==> config.mk <==
export PLATFORM = sky130hd
export DESIGN_NAME = mod_counter
export DESIGN_NICKNAME = d
export VERILOG_FILES = /design/src/rtl/counter_pkg.sv /design/src/rtl/prescaler.sv /design/src/rtl/mod_counter.sv
export SDC_FILE = /design/constraint.sdc
export NUM_CORES = 1
export LEC_CHECK = 0
export ABC_AREA = 1
export CAP_MARGIN = 25
export CORE_AREA = 2 2 39 41
export CTS_CLUSTER_DIAMETER = 120
export CTS_CLUSTER_SIZE = 16
export DETAILED_ROUTE_END_ITERATION = 8
export DIE_AREA = 0 0 41 43
export SYNTH_ARGS = -nofsm -noshare
export SYNTH_HDL_FRONTEND = slang
export SYNTH_SLANG_ARGS = --single-unit
export TNS_END_PERCENT = 1
==> constraint.sdc <==
create_clock -name clk -period 1.1 [get_ports clk]
set_input_delay 0.275 -clock clk [delete_from_list [all_inputs] [get_ports clk]]
set_output_delay 0.275 -clock clk [all_outputs]
set_load 0.01 [all_outputs]
==> src/rtl/counter_pkg.sv <==
// Shared constants for the mod_counter slice: count direction, terminal-count mode,
// and a helper for sizing small counters.
package counter_pkg;

    typedef enum logic {
        DIR_DOWN = 1'b0,
        DIR_UP   = 1'b1
    } dir_e;

    typedef enum logic {
        MODE_WRAP = 1'b0,
        MODE_SAT  = 1'b1
    } mode_e;

    // Bits needed to hold 0..n-1, never less than one.
    function automatic int unsigned cnt_width(input int unsigned n);
        return (n > 1) ? $clog2(n) : 1;
    endfunction

endpackage

==> src/rtl/prescaler.sv <==
// Enabled-cycle prescaler: tick is high while the count sits at PRESCALE-1,
// so a step happens once every PRESCALE enabled cycles.
module prescaler
    import counter_pkg::*;
#(
    parameter int unsigned PRESCALE = 1
) (
    input  logic clk,
    input  logic reset,
    input  logic enable,
    input  logic clear,
    output logic tick
);

    if (PRESCALE < 1 || PRESCALE > 65536) begin : g_param_check
        $error("prescaler: PRESCALE must be in 1..65536");
    end

    localparam int unsigned    CW   = cnt_width(PRESCALE);
    localparam logic [CW-1:0]  LAST = CW'(PRESCALE - 1);

    logic [CW-1:0] cnt_q, cnt_d;

    assign tick = (cnt_q == LAST);

    always_comb begin
        cnt_d = cnt_q;
        if (clear) begin
            cnt_d = '0;
        end else if (enable) begin
            cnt_d = tick ? '0 : cnt_q + CW'(1);
        end
    end

    always_ff @(posedge clk) begin
        if (reset) begin
            cnt_q <= '0;
        end else begin
            cnt_q <= cnt_d;
        end
    end

endmodule

==> src/rtl/mod_counter.sv <==
// Up/down modulo counter with prescaler, synchronous load, wrap or saturate at
// the terminal value, combinational terminal-count flag and registered wrap pulse.
module mod_counter
    import counter_pkg::*;
#(
    parameter int unsigned     WIDTH    = 4,
    parameter longint unsigned MODULUS  = 16,
    parameter int unsigned     PRESCALE = 1,
    parameter int unsigned     SATURATE = 0
) (
    input  logic             clk,
    input  logic             reset,
    input  logic             enable,
    input  logic             up,
    input  logic             load,
    input  logic [WIDTH-1:0] load_value,
    output logic [WIDTH-1:0] out,
    output logic             tc,
    output logic             wrap
);

    if (WIDTH < 1 || WIDTH > 32 || MODULUS < 2 || MODULUS > (64'd1 << WIDTH) ||
        PRESCALE < 1 || SATURATE > 1) begin : g_param_check
        $error("mod_counter: illegal WIDTH/MODULUS/PRESCALE/SATURATE combination");
    end

    localparam logic [WIDTH-1:0] TERM = WIDTH'(MODULUS - 1);
    localparam mode_e            MODE = (SATURATE == 1) ? MODE_SAT : MODE_WRAP;

    logic [WIDTH-1:0] out_q, out_d;
    logic             wrap_q, wrap_d;
    logic             tick;
    logic             step;

    prescaler #(
        .PRESCALE (PRESCALE)
    ) u_prescaler (
        .clk    (clk),
        .reset  (reset),
        .enable (enable),
        .clear  (load),
        .tick   (tick)
    );

    assign step = enable & tick;

    always_comb begin
        out_d  = out_q;
        wrap_d = 1'b0;
        if (load) begin
            // Out-of-range load values clamp to the terminal so out never exceeds MODULUS-1.
            out_d = (load_value > TERM) ? TERM : load_value;
        end else if (step) begin
            if (up == DIR_UP) begin
                if (out_q == TERM) begin
                    if (MODE == MODE_WRAP) begin
                        out_d  = '0;
                        wrap_d = 1'b1;
                    end
                end else begin
                    out_d = out_q + WIDTH'(1);
                end
            end else begin
                if (out_q == '0) begin
                    if (MODE == MODE_WRAP) begin
                        out_d  = TERM;
                        wrap_d = 1'b1;
                    end
                end else begin
                    out_d = out_q - WIDTH'(1);
                end
            end
        end
    end

    always_ff @(posedge clk) begin
        if (reset) begin
            out_q  <= '0;
            wrap_q <= 1'b0;
        end else begin
            out_q  <= out_d;
            wrap_q <= wrap_d;
        end
    end

    assign out  = out_q;
    assign wrap = wrap_q;
    assign tc   = (up == DIR_UP) ? (out_q == TERM) : (out_q == '0);

endmodule

## Word-level counts from Yosys, hierarchy flattened

Cells that the tools add are included.
Widths: inputs -> output; s select.

- Register bits after elaboration: 6
- Output and inout port bits: 6
- Logic and storage cells: 26
- Bits of input ports: 9

- Add/sub/neg operators: 3
- Reductions and logical operators: 4
- Equality and inequality tests: 1
- Muxes and demuxes: 11
- Bitwise operators: 3
- Order comparisons: 1

Operators by type and width:

| operator | count |
|---|---|
| $mux 4 | 6 |
| $mux 1 | 5 |
| $add 4x1->4 const B | 1 |
| $eq 4x4->1 const B | 1 |
| $gt 4x4->1 const B | 1 |
| $logic_not 4->1 | 1 |
| $sub 4x1->4 const B | 1 |
| $reduce_or 3->1 | 1 |
| $not 1->1 | 2 |
| $reduce_bool 2->1 | 1 |
| $reduce_or 2->1 | 1 |
| $add 1x1->1 const B | 1 |
| $and 1x1->1 | 1 |

## Logic depth before layout (Yosys ltp)

- Depth in word-level cells: 5
- Mapped depth: 8
- Gate-level depth less buffers: 8

## By module

A second synthesis with hierarchy kept.

- Cell total of the unflattened synthesis: 62
- Area total of the unflattened synthesis: 395.4 um^2

Modules (own cells, without submodules):

| module | area an instance (um^2) | seq. area each (um^2) | times used | cells each |
|---|---|---|---|---|
| mod_counter | 384.1 | 100.1 | 1 | 60 |
| prescaler | 11.3 | 0.0 | 1 | 2 |

## Worst setup path before layout

OpenSTA, ideal clock, no wires.

- Kind: register to register
- Start point: register out_q[0] (netlist: out[0])
- End point: register out_q[3] (netlist: out[3])
- Required time: 986 ps
- Stages on the path, launching flop included: 9
- Library setup time: 114 ps
- Data arrival time: 1169 ps
- Clock period less this slack: 1282 ps
- Path buffers: 0
- Slack: -182 ps
- Cell sequence: dfxtp_1 -> inv_1 -> ha_1 -> a21oi_1 -> nand2_1 -> nand3_1 -> nand3_1 -> nand2_1 -> a21oi_2

- Word-level cells in the longest chain between the ends: 5
- Elaborated cells between the ends (all ways): 9
- Those cells by class: add/sub (2); eq/ne (1); mux (5); reduce/logical (1)

RTL lines:

| what | RTL line | text |
|---|---|---|
| start: declaration | mod_counter.sv:30 | `logic [WIDTH-1:0] out_q, out_d;` |
| start signal: assignment | mod_counter.sv:81 | `out_q <= out_d;` |
| $sub 4x1->4 (tied with other cells) | mod_counter.sv:70 | `out_d = out_q - WIDTH'(1);` |
| $mux 4, on equally long branches | mod_counter.sv:64, mod_counter.sv:55 |  |
| $mux 4 (*) | mod_counter.sv:54 | `if (up == DIR_UP) begin` |
| $mux 4 (*) | mod_counter.sv:53 | `end else if (step) begin` |
| $mux 4 (*) | mod_counter.sv:50 | `if (load) begin` |

Every way passes the cells marked *; elsewhere a longest branch is shown, timed or not. The select of a mux whose other input is x is not followed.
A chain may end at the register's enable or synchronous reset.

## Worst setup path after layout

- Start point: register out_q[1] (netlist: out[1])
- End point: output tc

- Word-level cells in the longest chain between the ends: 2
- Elaborated cells between the ends (all ways): 3
- Those cells by class: eq/ne (1); mux (1); reduce/logical (1)

RTL lines:

| what | RTL line | text |
|---|---|---|
| $eq 4x4->1 or $logic_not 4->1 (tied branches) | mod_counter.sv:88 | `assign tc = (up == DIR_UP) ? (out_q == TERM) : (out_q == '0);` |
| $mux 1 (*) | mod_counter.sv:88 |  |
| end: declaration | mod_counter.sv:18 | `output logic tc,` |

Every way passes the cells marked *; elsewhere a longest branch is shown, timed or not.

==> impl_metrics.env <==
export IMPL_power_frac_comb_pct=41.4
export IMPL_synth_cell_types=16
export IMPL_cp_arrival_ns=1.10
export IMPL_synth_adder_area_share_pct=6.45
export IMPL_min_period_ns=1.38
export IMPL_p_int_uw=507
export IMPL_power_leakage_nw=0.400
export IMPL_hold_start="load"
export IMPL_synth_mux_area_share_pct=0
export IMPL_seqPwrFrac_pct=29.2
export IMPL_avgSynthCellArea_um2=6.16
export IMPL_slew_violations=0
export IMPL_rows=14
export IMPL_first_iter_violations=4
export IMPL_clock_path_buffers=2
export IMPL_worstSetupEndpointType="output pin"
export IMPL_synth_compound_area_share_pct=9.35
export IMPL_hold_path_class="in -> reg"
export IMPL_setup_viol=8
export IMPL_worst_slew_pin_slew_ns=0.205
export IMPL_final_cells=118
export IMPL_fp_coreArea_um2=1380
export IMPL_required_ns=0.82
export IMPL_ios=15
export IMPL_nets=114
export IMPL_grt_ovfl_total=0
export IMPL_dieArea_um2=1760
export IMPL_violations="negative setup slack"
export IMPL_track_usage_pct=16.9
export IMPL_power_density_nw_per_um2=929
export IMPL_timing_final_crit_share_pct=125
export IMPL_hold_depth=3
export IMPL_reg2reg_setup_slack_ns=-0.22
export IMPL_clk_pin_slew_ns=0.05
export IMPL_cts_tree="done"
export IMPL_rr_endpoint="out[0]"
export IMPL_finalSetupTns_ns=-1.04
export IMPL_grt_pass1_wl_mm=2.03
export IMPL_finClkSkew_ns=0.00277
export IMPL_num_antenna_cells=0
export IMPL_drive_above_1_share_pct=43.1
export IMPL_min_to="out[1]"
export IMPL_fmax_mhz=726
export IMPL_antenna_found_initial=0
export IMPL_cts_buffers=3
export IMPL_hold_violations=0
export IMPL_postSynthNetCount=74
export IMPL_synthSimpleGateAreaFrac_pct=42.3
export IMPL_synth_top_family_by_area="simple AND/OR/NAND/NOR gates"
export IMPL_status="finished with violations"
export IMPL_h_tree_depth=1
export IMPL_clockRootBuffer="clkbuf_4"
export IMPL_dr_pass1_iters=2
export IMPL_start_kind="register"
export IMPL_wl_per_cell_um=10.3
export IMPL_crit_type="reg -> out"
export IMPL_antenna_left=0
export IMPL_synthCells=63
export IMPL_grt_pass1_vias=501
export IMPL_dp_hpwl_um=886
export IMPL_p_clk_share_pct=29.4
export IMPL_gp_congestion=0.825
export IMPL_drc=0
export IMPL_cap_violations=0
export IMPL_rsz0062_at_grt="true"
export IMPL_power_switching_uw=228
export IMPL_fp_dieH_um=43
export IMPL_slew_headroom_pct=86.3
export IMPL_initial_utilization_pct=28.0
export IMPL_dp_cells=107
export IMPL_dr_total_vias=512
export IMPL_synthToLayoutAreaGrowth_pct=104
export IMPL_die_x_um=41
export IMPL_vias_per_cell=4.34
export IMPL_grt_max_degree=8
export IMPL_crit_path_max_fanout=5
export IMPL_wirelength_mm=1.22
export IMPL_ys_ff_latch=5
export IMPL_rr_worst_depth=9
export IMPL_clk_latency_ns=0.24
export IMPL_port_buffers=14
export IMPL_worst_slack_ns=-0.277
export IMPL_synth_seq_area_share_pct=25.8
export IMPL_synth_cell_area_um2=388
export IMPL_rr_startpoint="out[1]"
export IMPL_cts_sinks=5
export IMPL_p_sw_share_pct=31.0
export IMPL_synth_xor_area_share_pct=4.52
export IMPL_yosys_warnings=0
export IMPL_ir_worst_vdd_v=0.000531
cells by family after synthesis:
group	Yosys count
xor+xnor	2
compound gates	6
fa+ha+maj	2
simple gates	38
buf+inv	10
flops	5
per-layer routing:
| layer | vias to the layer above | global-route usage, % | share of wire, % |
|---|---|---|---|
| met1 | 222 | 21.5 | 44 |
| met4 | 0 | 2.00 | 0 |
| li1 | 279 | - | - |
| met5 | - | 0 | 0 |
| met2 | 11 | 26.9 | 52 |
| met3 | 0 | 6.28 | 4.2 |
worst max path at each step:
| stage | startpoint | end | slack (ns) | cells past startpoint |
|---|---|---|---|---|
| after global placement | up | tc | -0.74 | 4 |
| after floorplan | out[0] | tc | -0.001 | 4 |
| after detailed placement | up | tc | -0.76 | 4 |
| final | out[1] | tc | -0.28 | 5 |
| after CTS | out[0] | tc | -0.26 | 4 |
| after global routing | out[1] | tc | -0.37 | 5 |
what timing repair did:
action	CTS	global route
setup endpoints to repair	10	11
hold endpoints to repair	0	0
pin swaps	2	0
hold buffers	0	0
setup buffers	7	0
resized for setup	31	8
synth_stat cells:
master	number	area share [%]
dfxtp_1	5	26
nand3_1	5	6.5
xnor2_1	1	2.3
a21oi_2	1	2.3
a31oi_1	2	3.2
nand4_1	3	4.8
o21ai_1	1	1.3
ha_1	2	6.5
inv_1	8	7.7
inv_2	1	0.97
a21oi_1	2	2.6
nand2_1	25	24
nor2_1	4	3.9
nor2_4	1	2.9
xor2_1	1	2.3
buf_6	1	2.9
power by group through the flow:
stage / clock network, mW / registers, mW / logic (mW)
3_5_place_dp: 0 / 0.213 / 0.257
5_1_grt: 0.240 / 0.217 / 0.333
4_1_cts: 0.220 / 0.214 / 0.295
3_3_place_gp: 0 / 0.214 / 0.253
6_report: 0.216 / 0.215 / 0.304
2_1_floorplan: 0 / 0.222 / 0.102
area by class of cell:
class	instances	area, um2
Clock buffer	4	26.3
Fill cell	133	593
Inverter	9	36.3
Multi-Input combinational cell	48	288
Sequential cell	5	109
Tap cell	16	20.0
Timing Repair Buffer	36	312
through the flow:
| stage | power (mW) | utilization, % | setup WS [ns] | cell area [um2] | hold slack, ns |
|---|---|---|---|---|---|
| after floorplan | 0.325 | - | -0.00147 | 398 | 0.335 |
| after global placement | 0.467 | 47.6 | -0.739 | 659 | 0.561 |
| after detailed placement | 0.471 | 47.6 | -0.760 | 659 | 0.560 |
| after CTS | 0.729 | 56.6 | -0.262 | 783 | 0.598 |
| after global routing | 0.789 | 57.1 | -0.370 | 791 | 0.408 |
| final | 0.734 | 57.1 | -0.277 | 791 | 0.384 |
flip-flops by register name, summed over array words and instances, names as in the netlist:
name  cells
out       4
wrap      1
cells in the final DEF, fill, tap and decap left out, types with 3 or more instances in the layout:
| master | synthesis | final |
|---|---|---|
| clkbuf_4 | 0 | 3 |
| buf_4 | 0 | 19 |
| inv_1 | 8 | 6 |
| nand3_1 | 5 | 4 |
| nor2_1 | 4 | 4 |
| nand4_1 | 3 | 3 |
| buf_6 | 1 | 6 |
| nand2_1 | 25 | 25 |
| a21oi_2 | 1 | 3 |
| clkdlybuf4s50_1 | 0 | 6 |
critical path: stages (launching register included):
cell     delay (ns)
dfxtp_4        0.37
inv_2          0.05
ha_4           0.15
nand4_1        0.09
nand2_1        0.06
buf_2          0.13
(Power assumes the default switching activity.)
==> variant 1, RTL diff (same settings) <==
Set the parameter `WIDTH` to 5 (it was 4).
--- a/src/rtl/mod_counter.sv
+++ b/src/rtl/mod_counter.sv
@@ -5,3 +5,3 @@
 #(
-    parameter int unsigned     WIDTH    = 4,
+    parameter int unsigned     WIDTH    = 5,
     parameter longint unsigned MODULUS  = 16,
Interface: changed (resized load_value and out); port bits go from 15 to 17. No check against the original RTL was run, so the function may have changed too.
==> variant 1 against the original RTL <==
The run still ends with setup timing left; design area rose by 13%; worst hold slack improved by 230 ps; sequential cell count rose by 1; wire length rose by 16%; sequential share of layout area rose by 1.4 points; combinational power rose by 4%; utilization rose by 7.7 points; count of clock-buffer cells in the layout did not move; synthesized area rose by 17%; synthesized cell count rose by 16%; worst setup slack got worse by 90 ps; power rose by 8.7%; largest power group unchanged.
==> variant 1: results <==
hold_path:
  min-delay-start: "out[4]"
  holdPathEnd: "out[4]"
synth:
  synth-adder-area-share_pct: 5.51
  ys_top_cells_by_area: "dfxtp_1 (26%), nand2_1 (17%), inv_1 (7.4%)"
  ys_top_cells_by_count: "nand2_1 (21), inv_1 (9), nor2_1 (8)"
  synth_cell_types: 18
  synth.avg_cell_area_sq_um: 6.22
  synth-xor-area-share_pct: 1.93
  synth_fp_nets: 85
  ys_seq_area_share_pct: 26.4
setup_path:
  cp_max_fo: 4
  r2r_start: "out[0]"
  critPathArrivalTime_ps: 1190
  reg2reg_to: "out[3]"
  ff2ff_path_depth: 11
  reg2reg_slack_ps: -320
status:
  status: "finished, violations left"
  failed_checks: "setup timing"
clock_network:
  root_buffer: "clkbuf_4"
  cts_buffers: 3
timing:
  worst_slack_ps: -367
  fin_tns_setup_ps: -1750
  setup_violations: 11
  maxSlewHeadroom_pct: 86.0
  fin_skew_ps: 13.0
  fin_hold_ws_ps: 613
global_route:
  antenna_found_initial: 0
  grt_pass1_vias: 612
  grt_max_degree: 6
  grt_pass1_wl_um: 2420
  grt_use_total_pct: 20.3
place:
  dp.cells: 124
  place.gp.congestion: 0.761
routing:
  vias: 616
  drt_iter0_markers: 8
  wl_per_cell_um: 10.8
cells_and_area:
  num-fill-cells: 136
  largest_register_ff_count: 5
  mostFrequentLayoutCell: "buf_4"
  layout-drive-gt1-share_pct: 45.2
  fin_cells: 131
pwr:
  ir_drop_uv: 967
[variant 1: cell count changes after synthesis, sizes merged, moves of 2 or more]
cell   delta
nor2      +4
o21ai     +4
nand2     -3
nand3     +3
a21oi     +2
nand4     -2
[variant 1: worst max-delay path by stage]
stage	start	end	slack, ps
final	out[1]	tc	-370
after global routing	out[1]	tc	-420
after CTS	out[0]	tc	-370
after detailed placement	up	tc	-710
after global placement	up	tc	-690
after floorplan	out[1]	tc	-50
[variant 1: power by group]
| part | total, uW | internal, uW | switching, uW |
|---|---|---|---|
| Combinational | 317 | 177 | 140 |
| Sequential | 260 | 234 | 25.7 |
| Clock | 221 | 138 | 83.7 |
[variant 1: critical path, cell delays in order, from the launching register on]
cell     delay, ps
dfxtp_4        370
ha_4           150
nand3_4         70
nor2_4         120
nand2_2         70
nand2_2         60
buf_6           90
[variant 1: routing by layer]
layer / global-route usage (%) / vias to the layer above / part of all wire (%)
met5: 0 / - / 0
met4: 6.00 / 0 / 0.78
met3: 7.85 / 2 / 4.2
met2: 31.6 / 10 / 51
met1: 24.8 / 282 / 44
li1: - / 322 / -
[variant 1: metrics by stage]
stage,setup WS [ps],util (%)
6_report,-367,64.8
5_1_grt,-421,64.8
4_1_cts,-371,63.5
3_5_place_dp,-705,58.4
3_3_place_gp,-692,58.4
2_1_floorplan,-47.3,-
[variant 1: final cells by class]
type	instances	area share (%)
sequential	6	15.2
clock buffer	4	2.93
inverter	10	4.18
tap	16	2.23
multi-input combinational	56	37.9
timing repair buffer	39	37.5
[variant 1: what timing repair did]
action | CTS | global route
hold buffers | 0 | 0
setup endpoints to repair | 13 | 13
gates resized for setup | 33 | 7
pin swaps | 4 | 2
setup buffers | 2 | 1
==> variant 2, RTL diff (same flow settings) <==
Without the edit above. Register the inputs `enable`, `up`, `load` and `load_value` before use, without a reset. The logic sees them one clock later.
--- a/src/rtl/mod_counter.sv
+++ b/src/rtl/mod_counter.sv
@@ -21,2 +21,14 @@
 
+    logic enable_q;
+    logic up_q;
+    logic load_q;
+    logic [WIDTH-1:0] load_value_q;
+
+    always_ff @(posedge clk) begin
+        enable_q     <= enable;
+        up_q         <= up;
+        load_q       <= load;
+        load_value_q <= load_value;
+    end
+
     if (WIDTH < 1 || WIDTH > 32 || MODULUS < 2 || MODULUS > (64'd1 << WIDTH) ||
@@ -39,4 +51,4 @@
         .reset  (reset),
-        .enable (enable),
-        .clear  (load),
+        .enable (enable_q),
+        .clear  (load_q),
         .tick   (tick)
@@ -44,3 +56,3 @@
 
-    assign step = enable & tick;
+    assign step = enable_q & tick;
 
@@ -49,7 +61,7 @@
         wrap_d = 1'b0;
-        if (load) begin
+        if (load_q) begin
             // Out-of-range load values clamp to the terminal so out never exceeds MODULUS-1.
-            out_d = (load_value > TERM) ? TERM : load_value;
+            out_d = (load_value_q > TERM) ? TERM : load_value_q;
         end else if (step) begin
-            if (up == DIR_UP) begin
+            if (up_q == DIR_UP) begin
                 if (out_q == TERM) begin
@@ -87,3 +99,3 @@
     assign wrap = wrap_q;
-    assign tc   = (up == DIR_UP) ? (out_q == TERM) : (out_q == '0);
+    assign tc   = (up_q == DIR_UP) ? (out_q == TERM) : (out_q == '0);
 
Check against the original RTL: not equivalent (a bounded check fails within 4 cycles, from zero or initial values and one cycle with reset high).
==> variant 2 against the original RTL <==
The flow still finishes with violations (setup timing); sequential power up 130%; power up 44%; sequential share of layout area up 17 points; wire length down 15%; worst setup slack worse by 67 ps; design area up 4.4%; fmax down 4.6%; via count down 2.5%; non-clock buffer count down 13; synthesized area up 35%; clock skew up 0.81 ps; worst hold slack better by 56 ps; global-route usage down 1.4 points; sequential cell count up 7; highest routed layer is now met4.
==> variant 2: results <==
synth:
  synth_cell_types: 18
  synth-adder-area-share_pct: 4.77
  ys_seq_area_share_pct: 45.8
  ys_top_cells_by_area: "dfxtp_1 (46%), nand2_1 (16%), inv_1 (5.7%)"
  synth.avg_cell_area_sq_um: 7.94
  synth_fp_nets: 77
  synth-xor-area-share_pct: 1.67
  synth_compound_area_share_pct: 10.3
global_route:
  gr-usage-met1_pct: 16.1
  grt_pass1_vias: 472
  grt_pass1_wl_um: 1780
  use_met2_pct: 25.0
pwr:
  p_int_uw: 792
  p_leak_uw: 0.000377
cells_and_area:
  layout-drive-gt1-share_pct: 39.1
  num-fill-cells: 126
  fin_cells: 108
status:
  failed_checks: "setup timing"
  status: "finished, violations left"
timing:
  worst_slack_ps: -344
  setup_violations: 6
routing:
  viasPerCell: 4.62
  top_layer: "met4"
  routed_wl_um: 1040
  drt_pre_antenna_iters: 4
place:
  place.gp.congestion: 0.772
clock_network:
  clock_latency_ps: 270
  postCtsSetupBuffers: 0
[variant 2: repair_timing]
item,4_1_cts,5_1_grt
hold endpoints to repair,0,0
endpoints found under the setup margin,8,8
gates resized for setup,24,3
[variant 2: cell families (layout without fill, tap and decap cells)]
kind of cell,Yosys count,after routing
xor+xnor,1,1
flops,12,12
buf+inv,9,35
fa+ha+maj,2,2
simple gates,34,34
compound gates,8,8
[variant 2: path summary, 6_finish.rpt]
check | from | to | slack [ps] | depth (start not counted)
hold reg to reg | load_value_q[2] | out[2] | 450 | 2
setup reg to reg | out[1] | out[3] | -50 | 9
setup / recovery | out[0] | tc | -340 | 6
hold / removal | enable | enable_q | 440 | 1
[variant 2: area by class of cell]
| type | instances | area, sq um | share of cell area, % |
|---|---|---|---|
| inverter | 8 | 30.0 | 3.64 |
| multi-input combinational | 45 | 283 | 34.2 |
| tap | 16 | 20.0 | 2.42 |
| clock buffer | 4 | 36.3 | 4.39 |
| sequential | 12 | 253 | 30.6 |
| timing repair buffer | 23 | 204 | 24.7 |
